### src/rtl/bsg_manycore_pkg.sv
// Manycore network return packet types shared by the tile endpoints.
package bsg_manycore_pkg;

    typedef enum logic [1:0] {
        e_return_credit   = 2'd0,
        e_return_int_wb   = 2'd1,
        e_return_float_wb = 2'd2,
        e_return_ifetch   = 2'd3
    } bsg_manycore_return_packet_type_e;

endpackage

### src/rtl/bsg_vanilla_pkg.sv
// Vanilla tile constants: CSR map and icache window select bit.
package bsg_vanilla_pkg;

    typedef enum logic [2:0] {
        e_csr_freeze      = 3'd0,
        e_csr_tgo_x       = 3'd1,
        e_csr_tgo_y       = 3'd2,
        e_csr_pc_init     = 3'd3,
        e_csr_dram_enable = 3'd4
    } csr_offset_e;

    localparam int csr_base_addr_gp  = 'h2000;
    localparam int csr_count_gp      = 5;
    localparam int icache_sel_bit_gp = 22;

endpackage

### src/rtl/network_rx_pkg.sv
// Local types for the receive responder: decode targets and response metadata.
package network_rx_pkg;

    import bsg_manycore_pkg::*;

    typedef enum logic [1:0] {
        e_tgt_dmem    = 2'd0,
        e_tgt_icache  = 2'd1,
        e_tgt_csr     = 2'd2,
        e_tgt_invalid = 2'd3
    } rx_target_e;

    typedef struct packed {
        bsg_manycore_return_packet_type_e pkt_type;
        logic [4:0]                       reg_id;
    } resp_meta_s;

endpackage

### src/rtl/network_rx_if.sv
// Endpoint <-> receive responder link: incoming requests and outgoing returns.
interface network_rx_if
    import bsg_manycore_pkg::*;
#(
    parameter int data_width_p = 32,
    parameter int addr_width_p = 28
);
    logic                             packet_v;
    logic                             packet_we;
    logic [addr_width_p-1:0]          packet_addr;
    logic [data_width_p-1:0]          packet_data;
    logic [data_width_p/8-1:0]        packet_mask;
    logic [4:0]                       packet_reg_id;
    logic                             packet_float_wb;
    logic                             packet_yumi;

    logic                             returning_v;
    bsg_manycore_return_packet_type_e returning_pkt_type;
    logic [data_width_p-1:0]          returning_data;
    logic [4:0]                       returning_reg_id;
    logic                             returning_ready;

    modport master (
        output packet_v, packet_we, packet_addr, packet_data, packet_mask,
               packet_reg_id, packet_float_wb, returning_ready,
        input  packet_yumi, returning_v, returning_pkt_type, returning_data,
               returning_reg_id
    );

    modport slave (
        input  packet_v, packet_we, packet_addr, packet_data, packet_mask,
               packet_reg_id, packet_float_wb, returning_ready,
        output packet_yumi, returning_v, returning_pkt_type, returning_data,
               returning_reg_id
    );
endinterface

### src/rtl/network_rx_csr.sv
// Tile CSR file written and read by remote packets; freeze comes out of reset set.
module network_rx_csr
    import bsg_vanilla_pkg::*;
#(
    parameter int data_width_p   = 32,
    parameter int x_cord_width_p = 7,
    parameter int y_cord_width_p = 7,
    parameter int pc_width_p     = 22
) (
    input  logic                      clk_i,
    input  logic                      reset_n_i,
    input  logic                      we,
    input  csr_offset_e               offset,
    input  logic [data_width_p-1:0]   wdata,
    output logic [data_width_p-1:0]   rdata,
    output logic                      freeze,
    output logic [x_cord_width_p-1:0] tgo_x,
    output logic [y_cord_width_p-1:0] tgo_y,
    output logic [pc_width_p-1:0]     pc_init,
    output logic                      dram_enable
);
    // Only the low bits of each CSR are architected; the rest of the word is dropped.
    logic unused_wdata;
    assign unused_wdata = ^wdata[data_width_p-1:pc_width_p];

    always_ff @(posedge clk_i or negedge reset_n_i) begin
        if (!reset_n_i) begin
            freeze      <= 1'b1;
            tgo_x       <= '0;
            tgo_y       <= '0;
            pc_init     <= '0;
            dram_enable <= 1'b0;
        end else if (we) begin
            case (offset)
                e_csr_freeze:      freeze      <= wdata[0];
                e_csr_tgo_x:       tgo_x       <= wdata[x_cord_width_p-1:0];
                e_csr_tgo_y:       tgo_y       <= wdata[y_cord_width_p-1:0];
                e_csr_pc_init:     pc_init     <= wdata[pc_width_p-1:0];
                e_csr_dram_enable: dram_enable <= wdata[0];
                default: ;
            endcase
        end
    end

    always_comb begin
        rdata = '0;
        case (offset)
            e_csr_freeze:      rdata = data_width_p'(freeze);
            e_csr_tgo_x:       rdata = data_width_p'(tgo_x);
            e_csr_tgo_y:       rdata = data_width_p'(tgo_y);
            e_csr_pc_init:     rdata = data_width_p'(pc_init);
            e_csr_dram_enable: rdata = data_width_p'(dram_enable);
            default:           rdata = '0;
        endcase
    end
endmodule

### src/rtl/network_rx.sv
// Remote request responder: decodes EPA to DMEM / icache / CSR, returns one packet per request.
module network_rx
    import bsg_manycore_pkg::*;
    import bsg_vanilla_pkg::*;
    import network_rx_pkg::*;
#(
    parameter int data_width_p       = 32,
    parameter int addr_width_p       = 28,
    parameter int x_cord_width_p     = 7,
    parameter int y_cord_width_p     = 7,
    parameter int dmem_size_p        = 1024,
    parameter int icache_entries_p   = 1024,
    parameter int icache_tag_width_p = 12,
    localparam int dmem_addr_width_lp = $clog2(dmem_size_p),
    localparam int pc_width_lp        = icache_tag_width_p + $clog2(icache_entries_p)
) (
    input  logic                          clk_i,
    input  logic                          reset_n_i,
    network_rx_if.slave                   link,

    output logic                          dmem_v_o,
    output logic                          dmem_w_o,
    output logic [dmem_addr_width_lp-1:0] dmem_addr_o,
    output logic [data_width_p-1:0]       dmem_data_o,
    output logic [data_width_p/8-1:0]     dmem_mask_o,
    input  logic                          dmem_yumi_i,
    input  logic [data_width_p-1:0]       dmem_data_i,

    output logic                          icache_v_o,
    output logic [pc_width_lp-1:0]        icache_pc_o,
    output logic [data_width_p-1:0]       icache_instr_o,
    input  logic                          icache_yumi_i,

    output logic                          freeze_o,
    output logic [x_cord_width_p-1:0]     tgo_x_o,
    output logic [y_cord_width_p-1:0]     tgo_y_o,
    output logic [pc_width_lp-1:0]        pc_init_val_o,
    output logic                          dram_enable_o,
    output logic                          invalid_epa_access_o
);
    localparam logic [addr_width_p-1:0] csr_base_lp  = addr_width_p'(csr_base_addr_gp);
    localparam logic [addr_width_p-1:0] csr_count_lp = addr_width_p'(csr_count_gp);

    // ---------------- decode ----------------
    logic [addr_width_p-1:0] csr_off;
    logic                    in_dmem, in_csr, in_icache;
    rx_target_e              tgt;

    assign csr_off   = link.packet_addr - csr_base_lp;
    assign in_dmem   = (link.packet_addr[addr_width_p-1:dmem_addr_width_lp] == '0);
    assign in_csr    = (csr_off < csr_count_lp);
    assign in_icache = link.packet_addr[icache_sel_bit_gp];

    // The icache window is write-only; loads from it fall through to INVALID.
    always_comb begin
        tgt = e_tgt_invalid;
        if (in_dmem)                         tgt = e_tgt_dmem;
        else if (in_csr)                     tgt = e_tgt_csr;
        else if (in_icache && link.packet_we) tgt = e_tgt_icache;
    end

    // ---------------- handshake ----------------
    logic       resp_v_r, live_r;
    resp_meta_s meta_r, meta_n;
    logic [data_width_p-1:0] data_r, data_n;
    logic       slot_free, req_go, tgt_ready, accept;

    assign slot_free = ~resp_v_r | link.returning_ready;
    assign req_go    = reset_n_i & link.packet_v & slot_free;

    always_comb begin
        tgt_ready = 1'b1;
        case (tgt)
            e_tgt_dmem:   tgt_ready = dmem_yumi_i;
            e_tgt_icache: tgt_ready = icache_yumi_i;
            default:      tgt_ready = 1'b1;
        endcase
    end

    assign accept               = req_go & tgt_ready;
    assign link.packet_yumi     = accept;
    assign invalid_epa_access_o = accept & (tgt == e_tgt_invalid);

    assign dmem_v_o    = req_go & (tgt == e_tgt_dmem);
    assign dmem_w_o    = link.packet_we;
    assign dmem_addr_o = link.packet_addr[dmem_addr_width_lp-1:0];
    assign dmem_data_o = link.packet_data;
    assign dmem_mask_o = link.packet_mask;

    assign icache_v_o     = req_go & (tgt == e_tgt_icache);
    assign icache_pc_o    = link.packet_addr[pc_width_lp-1:0];
    assign icache_instr_o = link.packet_data;

    // ---------------- CSRs ----------------
    logic [data_width_p-1:0] csr_rdata;

    network_rx_csr #(
        .data_width_p  (data_width_p),
        .x_cord_width_p(x_cord_width_p),
        .y_cord_width_p(y_cord_width_p),
        .pc_width_p    (pc_width_lp)
    ) csr (
        .clk_i      (clk_i),
        .reset_n_i  (reset_n_i),
        .we         (accept & (tgt == e_tgt_csr) & link.packet_we),
        .offset     (csr_offset_e'(csr_off[2:0])),
        .wdata      (link.packet_data),
        .rdata      (csr_rdata),
        .freeze     (freeze_o),
        .tgo_x      (tgo_x_o),
        .tgo_y      (tgo_y_o),
        .pc_init    (pc_init_val_o),
        .dram_enable(dram_enable_o)
    );

    // ---------------- response slot ----------------
    always_comb begin
        meta_n.reg_id = link.packet_reg_id;
        if (link.packet_we)            meta_n.pkt_type = e_return_credit;
        else if (link.packet_float_wb) meta_n.pkt_type = e_return_float_wb;
        else                           meta_n.pkt_type = e_return_int_wb;
        data_n = '0;
        if (!link.packet_we && tgt == e_tgt_csr) data_n = csr_rdata;
    end

    // A DMEM load forwards dmem_data_i live for one cycle; if the return stalls the
    // word is captured into data_r before the DMEM read port moves on.
    always_ff @(posedge clk_i or negedge reset_n_i) begin
        if (!reset_n_i) begin
            resp_v_r <= 1'b0;
            live_r   <= 1'b0;
            meta_r   <= '0;
            data_r   <= '0;
        end else if (accept) begin
            resp_v_r <= 1'b1;
            live_r   <= (tgt == e_tgt_dmem) & ~link.packet_we;
            meta_r   <= meta_n;
            data_r   <= data_n;
        end else if (link.returning_ready) begin
            resp_v_r <= 1'b0;
            live_r   <= 1'b0;
        end else if (live_r) begin
            data_r   <= dmem_data_i;
            live_r   <= 1'b0;
        end
    end

    assign link.returning_v        = resp_v_r;
    assign link.returning_pkt_type = meta_r.pkt_type;
    assign link.returning_reg_id   = meta_r.reg_id;
    assign link.returning_data     = live_r ? dmem_data_i : data_r;
endmodule

### src/flat_wrapper.sv
// flat-port wrapper written by rule: the top's interface ports become plain ports
module network_rx_flat import bsg_manycore_pkg::*; import bsg_vanilla_pkg::*; import network_rx_pkg::*;
#(
    parameter int data_width_p       = 32,
    parameter int addr_width_p       = 28,
    parameter int x_cord_width_p     = 7,
    parameter int y_cord_width_p     = 7,
    parameter int dmem_size_p        = 1024,
    parameter int icache_entries_p   = 1024,
    parameter int icache_tag_width_p = 12,
    localparam int dmem_addr_width_lp = $clog2(dmem_size_p),
    localparam int pc_width_lp        = icache_tag_width_p + $clog2(icache_entries_p)
)
  (clk_i, reset_n_i, dmem_v_o, dmem_w_o, dmem_addr_o, dmem_data_o, dmem_mask_o, dmem_yumi_i, dmem_data_i, icache_v_o, icache_pc_o, icache_instr_o, icache_yumi_i, freeze_o, tgo_x_o, tgo_y_o, pc_init_val_o, dram_enable_o, invalid_epa_access_o, link_packet_v, link_packet_we, link_packet_addr, link_packet_data, link_packet_mask, link_packet_reg_id, link_packet_float_wb, link_returning_ready, link_packet_yumi, link_returning_v, link_returning_pkt_type, link_returning_data, link_returning_reg_id);
  network_rx_if #(.data_width_p(data_width_p), .addr_width_p(addr_width_p)) link_i ();
  input  logic clk_i;
  input  logic reset_n_i;
  output logic dmem_v_o;
  output logic dmem_w_o;
  output logic [dmem_addr_width_lp-1:0] dmem_addr_o;
  output logic [data_width_p-1:0] dmem_data_o;
  output logic [data_width_p/8-1:0] dmem_mask_o;
  input  logic dmem_yumi_i;
  input  logic [data_width_p-1:0] dmem_data_i;
  output logic icache_v_o;
  output logic [pc_width_lp-1:0] icache_pc_o;
  output logic [data_width_p-1:0] icache_instr_o;
  input  logic icache_yumi_i;
  output logic freeze_o;
  output logic [x_cord_width_p-1:0] tgo_x_o;
  output logic [y_cord_width_p-1:0] tgo_y_o;
  output logic [pc_width_lp-1:0] pc_init_val_o;
  output logic dram_enable_o;
  output logic invalid_epa_access_o;
  input wire logic [$bits(link_i.packet_v)-1:0] link_packet_v;
  input wire logic [$bits(link_i.packet_we)-1:0] link_packet_we;
  input wire logic [$bits(link_i.packet_addr)-1:0] link_packet_addr;
  input wire logic [$bits(link_i.packet_data)-1:0] link_packet_data;
  input wire logic [$bits(link_i.packet_mask)-1:0] link_packet_mask;
  input wire logic [$bits(link_i.packet_reg_id)-1:0] link_packet_reg_id;
  input wire logic [$bits(link_i.packet_float_wb)-1:0] link_packet_float_wb;
  input wire logic [$bits(link_i.returning_ready)-1:0] link_returning_ready;
  output wire logic [$bits(link_i.packet_yumi)-1:0] link_packet_yumi;
  output wire logic [$bits(link_i.returning_v)-1:0] link_returning_v;
  output wire logic [$bits(link_i.returning_pkt_type)-1:0] link_returning_pkt_type;
  output wire logic [$bits(link_i.returning_data)-1:0] link_returning_data;
  output wire logic [$bits(link_i.returning_reg_id)-1:0] link_returning_reg_id;
  assign link_i.packet_v = link_packet_v;
  assign link_i.packet_we = link_packet_we;
  assign link_i.packet_addr = link_packet_addr;
  assign link_i.packet_data = link_packet_data;
  assign link_i.packet_mask = link_packet_mask;
  assign link_i.packet_reg_id = link_packet_reg_id;
  assign link_i.packet_float_wb = link_packet_float_wb;
  assign link_i.returning_ready = link_returning_ready;
  assign link_packet_yumi = link_i.packet_yumi;
  assign link_returning_v = link_i.returning_v;
  assign link_returning_pkt_type = link_i.returning_pkt_type;
  assign link_returning_data = link_i.returning_data;
  assign link_returning_reg_id = link_i.returning_reg_id;
  network_rx #(.data_width_p(data_width_p), .addr_width_p(addr_width_p), .x_cord_width_p(x_cord_width_p), .y_cord_width_p(y_cord_width_p), .dmem_size_p(dmem_size_p), .icache_entries_p(icache_entries_p), .icache_tag_width_p(icache_tag_width_p)) u_core (.clk_i(clk_i), .reset_n_i(reset_n_i), .link(link_i), .dmem_v_o(dmem_v_o), .dmem_w_o(dmem_w_o), .dmem_addr_o(dmem_addr_o), .dmem_data_o(dmem_data_o), .dmem_mask_o(dmem_mask_o), .dmem_yumi_i(dmem_yumi_i), .dmem_data_i(dmem_data_i), .icache_v_o(icache_v_o), .icache_pc_o(icache_pc_o), .icache_instr_o(icache_instr_o), .icache_yumi_i(icache_yumi_i), .freeze_o(freeze_o), .tgo_x_o(tgo_x_o), .tgo_y_o(tgo_y_o), .pc_init_val_o(pc_init_val_o), .dram_enable_o(dram_enable_o), .invalid_epa_access_o(invalid_epa_access_o));
endmodule
### config.mk
export PLATFORM = sky130hd
export DESIGN_NAME = network_rx_flat
export DESIGN_NICKNAME = d
export VERILOG_FILES = /design/src/rtl/bsg_manycore_pkg.sv /design/src/rtl/bsg_vanilla_pkg.sv /design/src/rtl/network_rx_pkg.sv /design/src/rtl/network_rx_if.sv /design/src/rtl/network_rx_csr.sv /design/src/rtl/network_rx.sv /design/src/flat_wrapper.sv
export SDC_FILE = /design/constraint.sdc
export NUM_CORES = 1
export LEC_CHECK = 0
export BUFFER_PORTS_ARGS = -buffer_cell sky130_fd_sc_hd__buf_4
export CORE_AREA = 2 2 112 114
export DETAILED_ROUTE_END_ITERATION = 8
export DIE_AREA = 0 0 114 116
export PLACE_DENSITY = 0.88
export SLEW_MARGIN = 20
export SYNTH_ARGS = -nofsm -noshare
export SYNTH_HDL_FRONTEND = slang
export SYNTH_SLANG_ARGS = --single-unit
### constraint.sdc
create_clock -name clk_i -period 8.55 [get_ports clk_i]
set_clock_uncertainty 0.2 [all_clocks]
set_input_delay 1.71 -clock clk_i [delete_from_list [all_inputs] [get_ports clk_i]]
set_output_delay 1.71 -clock clk_i [all_outputs]
set_load 0.005 [all_outputs]
==> results by group <==
STA
  – Min Tclk post-route: 6.254 ns
  – Setup TNS: 0 ns
  – Fmax: 0.1599 GHz
  – Final setup viols: 0
  – Max-slew violation count: 0
  – Rel. slew slack: 0.3493
  – Slew @ Worst Pin: 0.9753 ns
  – RSZ-0062 raised after global routing: no
  – Final Hold Fails: 0
  – Fin crit share: 0.7315

Yosys
  – Largest family of logic cells by synthesized area: multiplexers
  – Synth top area share: 0.3927
  – Flops & latches, synth: 79
  – Cell with the most instances after synthesis: buf_4
  – Compound-Gate Fraction of Synth Area: 0.08986
  – Post-Synth Adder-Cell Area: 0.002517
  – Simple-gate portion of the synthesized area: 0.1291
  – Synth Flop Type: dfrtp_1
  – Post-synthesis cell count: 471
  – Ys Warns: 0
  – XOR/XNOR Fraction of Synth Area: 0.001762
  – Sequential fraction of the synthesis area: 0.3979
  – Top cells by count, synth: buf_4, mux2_2, dfrtp_1
  – Syn avg cell area: 10.55 um2
  – Yosys top cell by area: dfrtp_1
  – Post-synth cell types: 43
  – Post-Syn Nets: 581
  – EDFF count, synth: 0
  – Post-Syn Area: 4971 um2
  – Synth top area cells: dfrtp_1, mux2_2, buf_4
  – FFs w/ async S/R, synth: 1.000
  – Post-synthesis mux area share: 0.1996

Clocking
  – Root Driver: clkbuf_16
  – # clock sinks: 79
  – Clk slew on worst S/H paths: 0.06 ns
  – CTS tree: done
  – Post-CTS setup buffer count: 0
  – Number of CTS-inserted buffers: 9
  – Skew-Pair Late Insertion Delay: 0.33 ns
  – CTS resizes: 0
  – H-tree depth: 3
  – CTS Buffer Depth: 2
  – Hold buffer count at CTS: 0

Route
  – Routed length per instance: 18.58 um
  – Via density: 5.241
  – WL final: 14,270 um
  – Detailed-route DRC error count: 0
  – DR pass1 iterations: 5
  – Post-route ant nets: 0
  – Routed via count: 4,025
  – Starting DRT DRC Count: 325

Floorplan
  – FP Rows: 40
  – Die footprint: 13,220 um2
  – Starting density of the core: 0.4173
  – Die height: 116 um
  – IO Pins: 292
  – Die X: 114 um
  – Total core area: 11,910 um2

Critical path
  – Most used cell, CP: buf_4
  – CP Cell Sequence: buf_4, or4_4, or4_2, o21ai_2, buf_4, clkinv_1, buf_4
  – Max Fanout on Critical Path: 28
  – Slowest CP cell: or4_2
  – Critical Path RT: 6.64 ns
  – Crit path launch type: primary input
  – WS Path Type: in2out
  – Arrival @ worst endpoint: 4.34 ns
  – Crit path largest cell delay: 0.67 ns
  – Worst setup EP type: primary output

Pwr
  – Switching pwr: 256.4 uW
  – Final Power: 1.048 mW
  – Net Sw Frac: 0.2446
  – P_leak: 3.216 nW
  – Clk pwr share: 0.402
  – VDD IR-drop max: 0.1161 mV
  – Pwr Density: 159.8 nW/um2
  – Cell-internal power: 791.8 uW
  – Part of the power in registers: 0.392
  – Logic pwr share: 0.206

Final layout
  – Antenna Cells: 0
  – Fin util: 0.5507
  – Layout area overhead: 31.97%
  – Final nets: 726
  – Share of cells above drive strength 1: 0.5878

GRT
  – Vias in the first global route: 4,028
  – Global-route wire length before repair: 21,600 um
  – Total gr overflow: 0
  – Largest net degree at the start of global routing: 60
  – Total track usage: 0.2100
  – Antenna violations before repair: 0

Place
  – Port bufs: 253
  – Dpl hpwl: 10,950 um
  – Routability Congestion: 0.9010

Run status
  – Outcome: finished clean

Run
  – Max-cap check violation count: 0

Min path
  – Hold crit path type: reg2reg
-- area by class of cell --
cell class                      count  area (um2)
Clock buffer                       11       252.7
Clock inverter                      5       80.08
Fill cell                        1017        5351
Inverter                            9       33.78
Multi-Input combinational cell    260        2102
Sequential cell                    79        1978
Tap cell                          147       183.9
Timing Repair Buffer              257        1929
-- power groups by stage --
stage	logic (mW)	clock network, mW	registers [mW]
finish	0.216	0.422	0.411
global route	0.234	0.454	0.414
CTS	0.218	0.433	0.411
detailed placement	0.217	0	0.417
global placement	0.210	0	0.416
floorplan	0.117	0	0.415
-- sequential cells by signal, summed over array words and instances, names as in the netlist --
signal and flops:
u_core.data_r 32, u_core.csr.dram_enable 1, u_core.csr.tgo_y 7, u_core.link.returning_v 1, u_core.link.returning_reg_id 5, u_core.live_r 1
u_core.csr.pc_init 22, u_core.csr.freeze 1, u_core.csr.tgo_x 7, u_core.link.returning_pkt_type 2
-- worst max-delay path: cells and delay by family --
kind | cells | cell delay [ns]
buffers and inverters | 4 | 1.25
AOI/OAI and AO/OA | 1 | 0.13
and+or+nand+nor | 2 | 1.23
-- routing by layer --
layer,up-vias,share of wire,global-route usage,wire length (um)
li1,1887,-,-,-
met1,1946,0.41,0.2655,5824
met2,168,0.51,0.3599,7260
met3,24,0.067,0.04759,962
met4,0,0.016,0.06423,224
met5,-,0,0,0
-- path summary, 6_finish.rpt --
check                                                     to  slack (ns)  cells after the start                              start
max in group asynchronous                  u_core.data_r[13]        6.04                      2                          reset_n_i
min reg2reg                u_core.link.returning_pkt_type[0]        0.28                      2  u_core.link.returning_pkt_type[0]
min                        u_core.link.returning_pkt_type[0]        0.28                      2  u_core.link.returning_pkt_type[0]
min in group asynchronous             u_core.csr.pc_init[10]        1.15                      1                          reset_n_i
max                                         link_packet_yumi        2.30                      7               link_packet_addr[19]
max reg2reg                           u_core.csr.pc_init[13]        5.91                      6            u_core.link.returning_v
-- cell usage in the layout (no fill, tap or decap), types with 3 or more instances in the layout --
cell / synthesis / final
nand4b_1: 3 / 3
o22ai_1: 7 / 7
nor4_1: 8 / 8
o41ai_1: 14 / 14
nor2_1: 18 / 18
or4_4: 3 / 3
nand3_1: 4 / 4
nand2b_1: 18 / 18
nor3_1: 12 / 12
dfrtp_1: 78 / 78
o21ai_0: 6 / 6
nor2b_1: 11 / 11
a22oi_1: 7 / 7
o211ai_1: 18 / 18
clkbuf_16: 0 / 9
mux2i_1: 8 / 8
mux2_2: 81 / 81
buf_4: 101 / 257
inv_1: 7 / 7
nand2_1: 21 / 21
-- cell families (layout without fill, tap and decap cells) --
group | count (synthesis) | count (layout)
XOR/XNOR | 1 | 1
AO/OA/AOI/OAI | 59 | 59
buffers and inverters | 132 | 282
flip-flops | 79 | 79
multiplexers | 89 | 89
adder cells (fa/ha/maj) | 1 | 1
AND/OR/NAND/NOR | 110 | 110
-- stage by stage --
| stage | hold slack (ns) | instance area (um2) | setup WS [ns] | instances |
|---|---|---|---|---|
| floorplan | 0.2726 | 4971 | 2.947 | 471 |
| global placement | 0.2818 | 6227 | 2.360 | 752 |
| detailed placement | 0.2697 | 6227 | 2.232 | 752 |
| CTS | 0.2837 | 6560 | 2.264 | 768 |
| global route | 0.3061 | 6560 | 2.128 | 768 |
| finish | 0.2847 | 6560 | 2.296 | 768 |
No activity file was read; power rests on OpenSTA's default activity.
